File: config.mk
export PLATFORM = sky130hd
export DESIGN_NAME = systolic_pe_cfg
export DESIGN_NICKNAME = d
export VERILOG_FILES = /design/src/rtl/systolic_pe_cfg.sv
export SDC_FILE = /design/constraint.sdc
export NUM_CORES = 1
export LEC_CHECK = 0
export CORE_MARGIN = 1.5
export CORE_UTILIZATION = 55
export DETAILED_ROUTE_END_ITERATION = 10
export GPL_TIMING_DRIVEN = 0
export PLACE_DENSITY = 0.77
export REMOVE_ABC_BUFFERS = 1
export SYNTH_ARGS = -nofsm -noshare
export SYNTH_HDL_FRONTEND = slang
export SYNTH_SLANG_ARGS = --single-unit
File: constraint.sdc
create_clock -name clk -period 8.6 [get_ports clk]
set_input_delay 2.15 -clock clk [delete_from_list [all_inputs] [get_ports clk]]
set_output_delay 2.15 -clock clk [all_outputs]
set_load 0.01 [all_outputs]
File: src/rtl/systolic_pe_cfg.sv
// Systolic-array processing element: double-buffered weight (shift-chain load + swap),
// valid-qualified wavefront, MAC / brightness-add / pass, optional signed and saturating accumulate.
module systolic_pe_cfg #(
  parameter int DATA_W   = 16,
  parameter int WT_W     = 16,
  parameter int ACC_W    = 40,
  parameter int SIGNED   = 0,
  parameter int SATURATE = 1
) (
  input  logic              clk,
  input  logic              reset,
  input  logic [1:0]        mode,
  input  logic              wt_load,
  input  logic [WT_W-1:0]   wt_in,
  output logic [WT_W-1:0]   wt_out,
  input  logic              wt_swap,
  input  logic              valid_in,
  input  logic [DATA_W-1:0] data_in,
  input  logic [ACC_W-1:0]  acc_in,
  output logic              valid_out,
  output logic [DATA_W-1:0] data_out,
  output logic [ACC_W-1:0]  acc_out,
  output logic              sat_flag
);

  localparam int PW = DATA_W + WT_W;
  localparam int EW = ACC_W + 2;

  if (WT_W < 1 || WT_W > DATA_W) begin : g_bad_wt_w
    $error("systolic_pe_cfg: WT_W must lie in 1..DATA_W");
  end
  if (ACC_W < DATA_W + WT_W) begin : g_bad_acc_w
    $error("systolic_pe_cfg: ACC_W must be >= DATA_W + WT_W");
  end

  localparam logic [1:0] MODE_MAC = 2'b00;
  localparam logic [1:0] MODE_ADD = 2'b01;

  logic [WT_W-1:0] shadow_wt;
  logic [WT_W-1:0] active_wt;

  assign wt_out = shadow_wt;

  // Swap samples the pre-edge shadow, so a same-cycle load+swap moves the old weight forward.
  always_ff @(posedge clk) begin
    if (reset) begin
      shadow_wt <= '0;
      active_wt <= '0;
    end else begin
      if (wt_load) shadow_wt <= wt_in;
      if (wt_swap) active_wt <= shadow_wt;
    end
  end

  logic data_s, wt_s, acc_s, prod_s;
  logic [PW-1:0] data_p, wt_p, prod;
  logic [EW-1:0] data_x, wt_x, acc_x, prod_x;

  assign data_s = (SIGNED != 0) && data_in[DATA_W-1];
  assign wt_s   = (SIGNED != 0) && active_wt[WT_W-1];
  assign acc_s  = (SIGNED != 0) && acc_in[ACC_W-1];

  // The product is exact modulo 2^PW for both signednesses, so the multiplier stays PW wide.
  assign data_p = {{(PW-DATA_W){data_s}}, data_in};
  assign wt_p   = {{(PW-WT_W){wt_s}}, active_wt};
  assign prod   = data_p * wt_p;
  assign prod_s = (SIGNED != 0) && prod[PW-1];

  assign data_x = {{(EW-DATA_W){data_s}}, data_in};
  assign wt_x   = {{(EW-WT_W){wt_s}}, active_wt};
  assign acc_x  = {{(EW-ACC_W){acc_s}}, acc_in};
  assign prod_x = {{(EW-PW){prod_s}}, prod};

  logic [EW-1:0]    sum;
  logic             ovf;
  logic             pass_sel;
  logic [ACC_W-1:0] result;
  logic [ACC_W-1:0] max_s, min_s;

  assign max_s = {1'b0, {(ACC_W-1){1'b1}}};
  assign min_s = {1'b1, {(ACC_W-1){1'b0}}};

  always_comb begin
    sum      = acc_x;
    pass_sel = 1'b0;
    case (mode)
      MODE_MAC: sum = acc_x + prod_x;
      MODE_ADD: sum = acc_x + data_x + wt_x;
      default:  pass_sel = 1'b1;
    endcase
  end

  // Signed overflow: the guard bits above the result's sign bit are not a pure sign extension.
  always_comb begin
    ovf = 1'b0;
    if (!pass_sel) begin
      if (SIGNED != 0)
        ovf = !((&sum[EW-1:ACC_W-1]) || !(|sum[EW-1:ACC_W-1]));
      else
        ovf = |sum[EW-1:ACC_W];
    end
  end

  always_comb begin
    result = sum[ACC_W-1:0];
    if (ovf && (SATURATE != 0)) begin
      if (SIGNED != 0)
        result = sum[EW-1] ? min_s : max_s;
      else
        result = '1;
    end
  end

  // Bubbles only drop valid_out; the data path registers hold their last sample.
  always_ff @(posedge clk) begin
    if (reset) begin
      valid_out <= 1'b0;
      data_out  <= '0;
      acc_out   <= '0;
      sat_flag  <= 1'b0;
    end else begin
      valid_out <= valid_in;
      if (valid_in) begin
        data_out <= data_in;
        acc_out  <= result;
        sat_flag <= ovf;
      end
    end
  end

endmodule

# Yosys cells after proc, flatten, opt, wreduce, memory -nomap -nowiden
# Cells that the tools add are included.
# totals
word_cells	17
ff_bits	90
# op_classes
addsub	3
eq_ne	1
mul	1
mux	3
reduce_logical	3
# ops
operator	n
one-hot mux 42 bit (2 select lines)	1
adder 41 x 16 -> 42 bit	1
adder 40 x 16 -> 41 bit	1
adder 40 x 32 -> 41 bit	1
2-to-1 mux 40 bit	1
multiplier 16 x 16 -> 32 bit	1
OR reduction 2 bit	2
== test 2 x 1 -> 1 bit (second input constant)	1
logical NOT 2 bit	1
2-to-1 mux 1 bit	1

# Depth between registers and ports, before layout
# Gate-level depths: netlist of run 1.
# logic_depth
word_depth	6
depth_mapped	27
mapped_depth_nobuf	23

# Least setup slack after synthesis of run 1
# No wires, ideal clock.
# synth_path
path_kind	input -> register
startpoint	input data_in[14]
endpoint	register acc_out[13]
stages	24
setup_ns	0.074
required_ns	8.526
arrival_time_ns	7.994
path_slack_ns	0.531
cell_sequence	clkbuf_1 nand2_1 fa_1 inv_1 fa_1 inv_1 fa_1 inv_1 fa_1 fa_1 inv_1 fa_1 inv_1 ha_1 o21a_1 nor2_1 or3_1 a211o_1 a21oi_1 o311ai_1 o21a_1 buf_6 a311o_1 a31oi_1
# synth_between
elab_chain_cells	6
# synth_rtl
item	line	rtl
from (decl)	18	input logic [DATA_W-1:0] data_in,
multiplier 16 x 16 -> 32 bit or adder 40 x 16 -> 41 bit (tied branches)	66, 88	
adder 40 x 32 -> 41 bit or adder 41 x 16 -> 42 bit (tied branches)	87, 88	
one-hot mux 42 bit (2 select lines) (*)	86	case (mode)
OR reduction 2 bit (*)	100	ovf = |sum[EW-1:ACC_W];
2-to-1 mux 1 bit (*)	96	if (!pass_sel) begin
2-to-1 mux 40 bit (*)	106	if (ovf && (SATURATE != 0)) begin
to (signal assigned)	125	acc_out <= result;
to (decl)	22	output logic [ACC_W-1:0] acc_out,
# Every way passes the cells marked *; elsewhere a longest branch is shown, timed or not.
# A chain may end at the register's enable or synchronous reset.

# Worst setup path after layout of run 1
# layout_path
startpoint	input data_in[5]
endpoint	register acc_out[12]
# layout_between
elab_chain_cells	6
# layout_rtl
item	line
multiplier 16 x 16 -> 32 bit or adder 40 x 16 -> 41 bit (tied branches)	66, 88
adder 40 x 32 -> 41 bit or adder 41 x 16 -> 42 bit (tied branches)	87, 88
one-hot mux 42 bit (2 select lines) (*)	86
OR reduction 2 bit	100
2-to-1 mux 1 bit	96
2-to-1 mux 40 bit (*)	106
# Marks and branches as above.

==> run metrics, run 1 <==
Hold Startpoint sat_flag; Seq pwr share 24.0%; largest incremental delay on the critical path 0.57 ns; IO buf count 152; Starting Density 56.24%; Starting DRT DRC Count 775; HPWL Detailed 31200 microns; combinational share of power 54.6%; IO Count 153; Switching Power 0.8805 mW; Rel. slew slack 27.62%; DP Worst Slack -1.447 ns; sequential fraction of the synthesis area 11.82%; Reg clk slew, reported paths 0.08 ns; Die H 169.5 microns; initial antenna violation count 0; Setup Crit Path Kind input pin to flop; Synth area leaders fa_1 (32%), dfxtp_1 (12%), ha_1 (10%); Final ANT Viol Nets 0; count of different cell masters after synthesis 72; Finished Cell Area 0.01724 sq mm; CP max-delay cell fa_1; Worst EP arrival 8.62 ns; vias in the first global route 13083; Tmin final 8.378 ns; Avg Inst Size Synth 8.430 sq um; most frequent cell after synthesis inv_1; Layout Nets 2344; slew at the pin with the worst max-slew slack 1.084 ns; Hold Vio Cnt, Final 0; R2R depth 20; Clock Skew 0.01017 ns; status complete, no violations; r2r startpoint active_wt[3]; cell internal pwr 1.122 mW; leakage power 8.355 nW; Async S/R FF share, synth 0%; R2R setup slack 1.49 ns; Critical path origin data_in[5]; mapped cell area 0.01524 sq mm; max frequency 119.4 MHz; placed insts 2255; area delta synth->final 13.08%; hold slack 0.4793 ns; vias per std cell 5.624; first-pass GRT wire length 66740 microns; Ys Warns 0; cell mode on critical path fa_1; worst hold path type flop to flop; worst-path maximum fanout 18; CTS root buffer clkbuf_16; Clk Latency, worst-skew pair 0.36 ns; Post-synth EDFFs 0; RePlAce Congestion 0.8887; hold_buf cts 0; Final Slew Violations 0; slack of the critical path 0.2222 ns; Clk pwr share 21.5%; via count 12778; Util after Layout 63.60%; Critical Path Start Type input pin; Primary FF master, synth dfxtp_1; fin crit share 97.42%; RSZ-0062 raised after global routing false; core area 0.02710 sq mm; row count 60; Yosys top cell area share 31.92%; share of post-route cells with drive strength above 1 3.368%; Post-DP Area 0.01691 sq mm; drt pass-1 iters 5; CTS tree yes; DRC 0; number of diodes 0; H-Tree Depth 3; Mapped Cells 1808; largest net degree at the start of global routing 48; GRT overflow 0; crit path capture type flop; synthesized flop and latch total 90; cell accounting for the most synthesized area fa_1; Total Wirelength 40930 microns; PD cells 116.2 mW/mm^2; Sw Ratio 43.96%; CTS buffer count 9; area of the die 0.02872 sq mm; GRT Total Usage 29.83%; fillers 2347; Hold Path Depth 2; maxcap violations 0; top post-synthesis cells by count inv_1 (359), fa_1 (243), nand2_1 (201); maximum buffer depth of the clock tree 2; Tot Pwr 2.003 mW; # clock sinks 90; Max IR drop VDD 105.5 uV; Final setup viols 0; setup_tns 0 ns; Worst EP required 8.85 ns; non-filler instance count after layout 2272; Die X-Extent 169.5 microns; worst-path cell chain buf_2, and2_1, fa_1, inv_1, fa_1, fa_1, fa_1, inv_1, fa_1, inv_1, fa_1, inv_1, ha_1, a211o_1, o211ai_1, and3_1, a211o_1, a21oi_2, o311ai_4, o21a_4, o2111ai_1, and3_1; buffer count from post-CTS setup fixing 0; Routed wire per std cell 18.01 microns
[worst max-delay path: cells and delay by family]
family	cells	cell delay, ns
adders and majority gates	7	3.50
AOI/OAI and AO/OA	7	1.69
buffers and inverters	5	0.47
and+or+nand+nor	3	0.80
[cell families (layout without fill, tap and decap cells)]
family,Yosys count,count (layout),share of synthesized area (%)
fa+ha+maj,369,369,42.26
mux,54,54,3.546
flops,90,90,11.82
simple gates,546,546,16.84
buf+inv,440,530,11.27
compound gates,266,268,11.80
xor+xnor,43,43,2.471
[cells in the final DEF (no fill, tap or decap), types with 34 or more instances in the layout]
| cell | n |
|---|---|
| inv_1 | 359 |
| clkdlybuf4s50_1 | 132 |
| mux2i_1 | 54 |
| fa_1 | 243 |
| a211oi_1 | 34 |
| nand2_1 | 201 |
| and2_1 | 117 |
| ha_1 | 125 |
| dfxtp_1 | 90 |
| nor2_1 | 133 |
| o21ai_0 | 40 |
| a21oi_1 | 68 |
[final timing paths]
| check | endpoint |
|---|---|
| max | acc_out[12] |
| min | sat_flag |
| max reg2reg | acc_out[12] |
| min reg2reg | sat_flag |
[power groups by stage]
stage               combinational, mW  sequential [mW]  clock, mW
finish                           1.09            0.480      0.430
CTS                              1.09            0.479      0.438
detailed placement               1.07            0.489          0
floorplan                       0.715            0.489          0
global placement                 1.05            0.488          0
global route                     1.22            0.483      0.450
[registers in the layout, indices dropped and copies added, names as in the netlist]
signal	cells
acc_out	40
active_wt	16
data_out	16
sat_flag	1
valid_out	1
wt_out	16
[cell type report]
cell class                 count  area (sq um)  area share [%]
clock buffer                   9         225.2           1.307
tap                          372         465.4           2.700
multi-input combinational   1280         11810           68.50
clock inverter                 6         73.82          0.4283
inverter                     360          1351           7.840
timing repair buffer         155          1511           8.769
sequential                    90          1802           10.45
[per-layer routing]
layer	global-route usage [%]	up-vias	routed length (microns)
met3	3.801	92	2641
li1	-	5887	-
met2	51.35	500	20040
met1	38.48	6299	16920
met5	0	-	0
met4	11.20	0	1328
[repair_timing]
action | CTS | global route
pin swaps | 1 | 0
resized for setup | 61 | 31
endpoints found under the setup margin | 41 | 40
hold endpoints to repair | 0 | 0
cloned | 2 | 0
(Power assumes the default switching activity.)
==> run 2, diff against run 1 <==
Settings changed: RECOVER_POWER set to 50.
==> run 2 against run 1 <==
Effect of this change: global-route usage stayed put; maximum frequency barely moved; setup slack about the same; cell area barely moved; first-iteration DRC count up 7.4%; via count about the same; cell count stayed put; utilization barely moved; total power decreased by 0.43%; clock skew is 0.0012 ns lower; sequential share of layout area barely moved; largest power group unchanged.
==> run metrics, run 2 (same netlist as run 1, synthesis figures left out) <==
Switching Power 0.8800 mW; slew at the pin with the worst max-slew slack 1.382 ns; R2R depth 22; Reg clk slew, reported paths 0.08 ns; row count 60; IO Count 153; Clk Latency, worst-skew pair 0.36 ns; Clock Skew 0.008978 ns; Seq pwr share 24.0%; fillers 2348; met2 Use GR 51.35%; initial antenna violation count 0; PD cells 115.7 mW/mm^2; DRC 0; GRT busiest layer met2; drt pass-1 iters 5; GR Util met3 3.801%; max FFs per register 40; RePlAce Congestion 0.8887; share of post-route cells with drive strength above 1 3.316%; Total Wirelength 40880 microns; vias per std cell 5.629; setup_tns 0 ns; most frequent cells in the layout inv_1 (359), fa_1 (243), nand2_1 (201); non-filler instance count after layout 2272; Worst EP required 8.89 ns; number of diodes 0; Die H 169.5 microns; Rel. slew slack 7.833%; HPWL Detailed 31200 microns; most common cell after layout, fill and taps aside inv_1; core area 0.02710 sq mm; vias in the first global route 13083; Die X-Extent 169.5 microns; Final setup viols 0; cell internal pwr 1.114 mW; leakage power 8.489 nW; area of the die 0.02872 sq mm; worst hold path type flop to flop; maxcap violations 0; placed insts 2255; Tmin final 8.378 ns; Starting Density 56.24%; CTS root buffer clkbuf_16; H-Tree Depth 3; Layout Nets 2344; Sw Ratio 44.13%; CTS buffer count 9; Util after Layout 63.60%; RSZ-0062 raised after global routing false; fin crit share 97.41%; met1 Track Usage GR 38.48%; via count 12788; CTS tree yes; Starting DRT DRC Count 832; GRT overflow 0; Clk pwr share 21.6%; Setup Crit Path Kind input pin to flop; Max IR drop VDD 106.5 uV; GRT Total Usage 29.83%; largest net degree at the start of global routing 48; worst-path maximum fanout 18; status complete, no violations; hold slack 0.4764 ns; Hold Path Depth 2; Worst EP arrival 8.66 ns; first-pass GRT wire length 66740 microns; maximum buffer depth of the clock tree 2; area delta synth->final 13.08%; Final ANT Viol Nets 0; max frequency 119.4 MHz; Reg with most FFs acc_out; # clock sinks 90; Routed wire per std cell 17.99 microns; buffer count from post-CTS setup fixing 0; crit path capture type flop; Final Slew Violations 0; Hold Vio Cnt, Final 0; Critical Path Start Type input pin; IO buf count 152; combinational share of power 54.4%
==> run 2: changes by cell type in the layout (fill, tap and decap cells not counted) <==
cell             before  now
clkdlybuf4s50_1     132   69
buf_2                11   10
dlygate4sd3_1         0   63
clkbuf_1              0    1
==> run 2: path summary, 6_finish.rpt <==
kind           startpoint          end  slack [ns]
min reg2reg      sat_flag     sat_flag        0.48
max            data_in[8]  acc_out[13]        0.22
min              sat_flag     sat_flag        0.48
max reg2reg  active_wt[1]  acc_out[13]        1.50
==> run 2: worst max-delay path, stage by stage <==
cell and delay (ns):
buf_2 0.39, nand2_1 0.15, fa_1 0.56, inv_1 0.05, fa_1 0.49, fa_1 0.54, fa_1 0.54, fa_1 0.57
inv_1 0.06, fa_1 0.53, inv_1 0.04, ha_1 0.38, o21a_1 0.15, nor2_1 0.05, or3_1 0.42, a211o_1 0.35
a21oi_2 0.22, o311ai_4 0.17, o21a_4 0.33, a311o_1 0.37, a31oi_1 0.13
==> run 2: power by group through the flow <==
| stage | Sequential [mW] | Clock, mW | Combinational, mW |
|---|---|---|---|
| after global placement | 0.488 | 0 | 1.05 |
| final | 0.479 | 0.430 | 1.09 |
| after floorplan | 0.489 | 0 | 0.715 |
| after detailed placement | 0.489 | 0 | 1.07 |
| after CTS | 0.479 | 0.438 | 1.09 |
| after global routing | 0.483 | 0.450 | 1.21 |
==> run 2: layout make-up <==
| cell class | count | area (sq um) | area share, % |
|---|---|---|---|
| repair buffers | 155 | 1510 | 8.762 |
| well taps | 372 | 465.4 | 2.701 |
| multi-input cells | 1280 | 11810 | 68.51 |
| clock inverters | 6 | 73.82 | 0.4283 |
| flip-flops and latches | 90 | 1802 | 10.45 |
| inverters | 360 | 1351 | 7.840 |
| clock buffers | 9 | 225.2 | 1.307 |
==> run 2: per-stage QoR <==
stage	area [sq um]	power (mW)	worst slack, ns
global placement	16860	1.542	-1.955
global route	17240	2.147	0.006117
detailed placement	16910	1.563	-1.447
CTS	17270	2.003	0.007112
floorplan	14880	1.204	0.1944
finish	17240	1.994	0.2224
==> run 2: per-layer routing <==
layer,routed length [microns],vias to the layer above
met5,0,-
met1,16890,6305
li1,-,5888
met2,20020,504
met3,2649,91
met4,1324,0
==> run 2: timing repair <==
item                       CTS  global route
gates resized for setup     61            31
pin swaps                    1             0
cloned                       2             0
setup endpoints to repair   41            40
hold buffers                 0             0
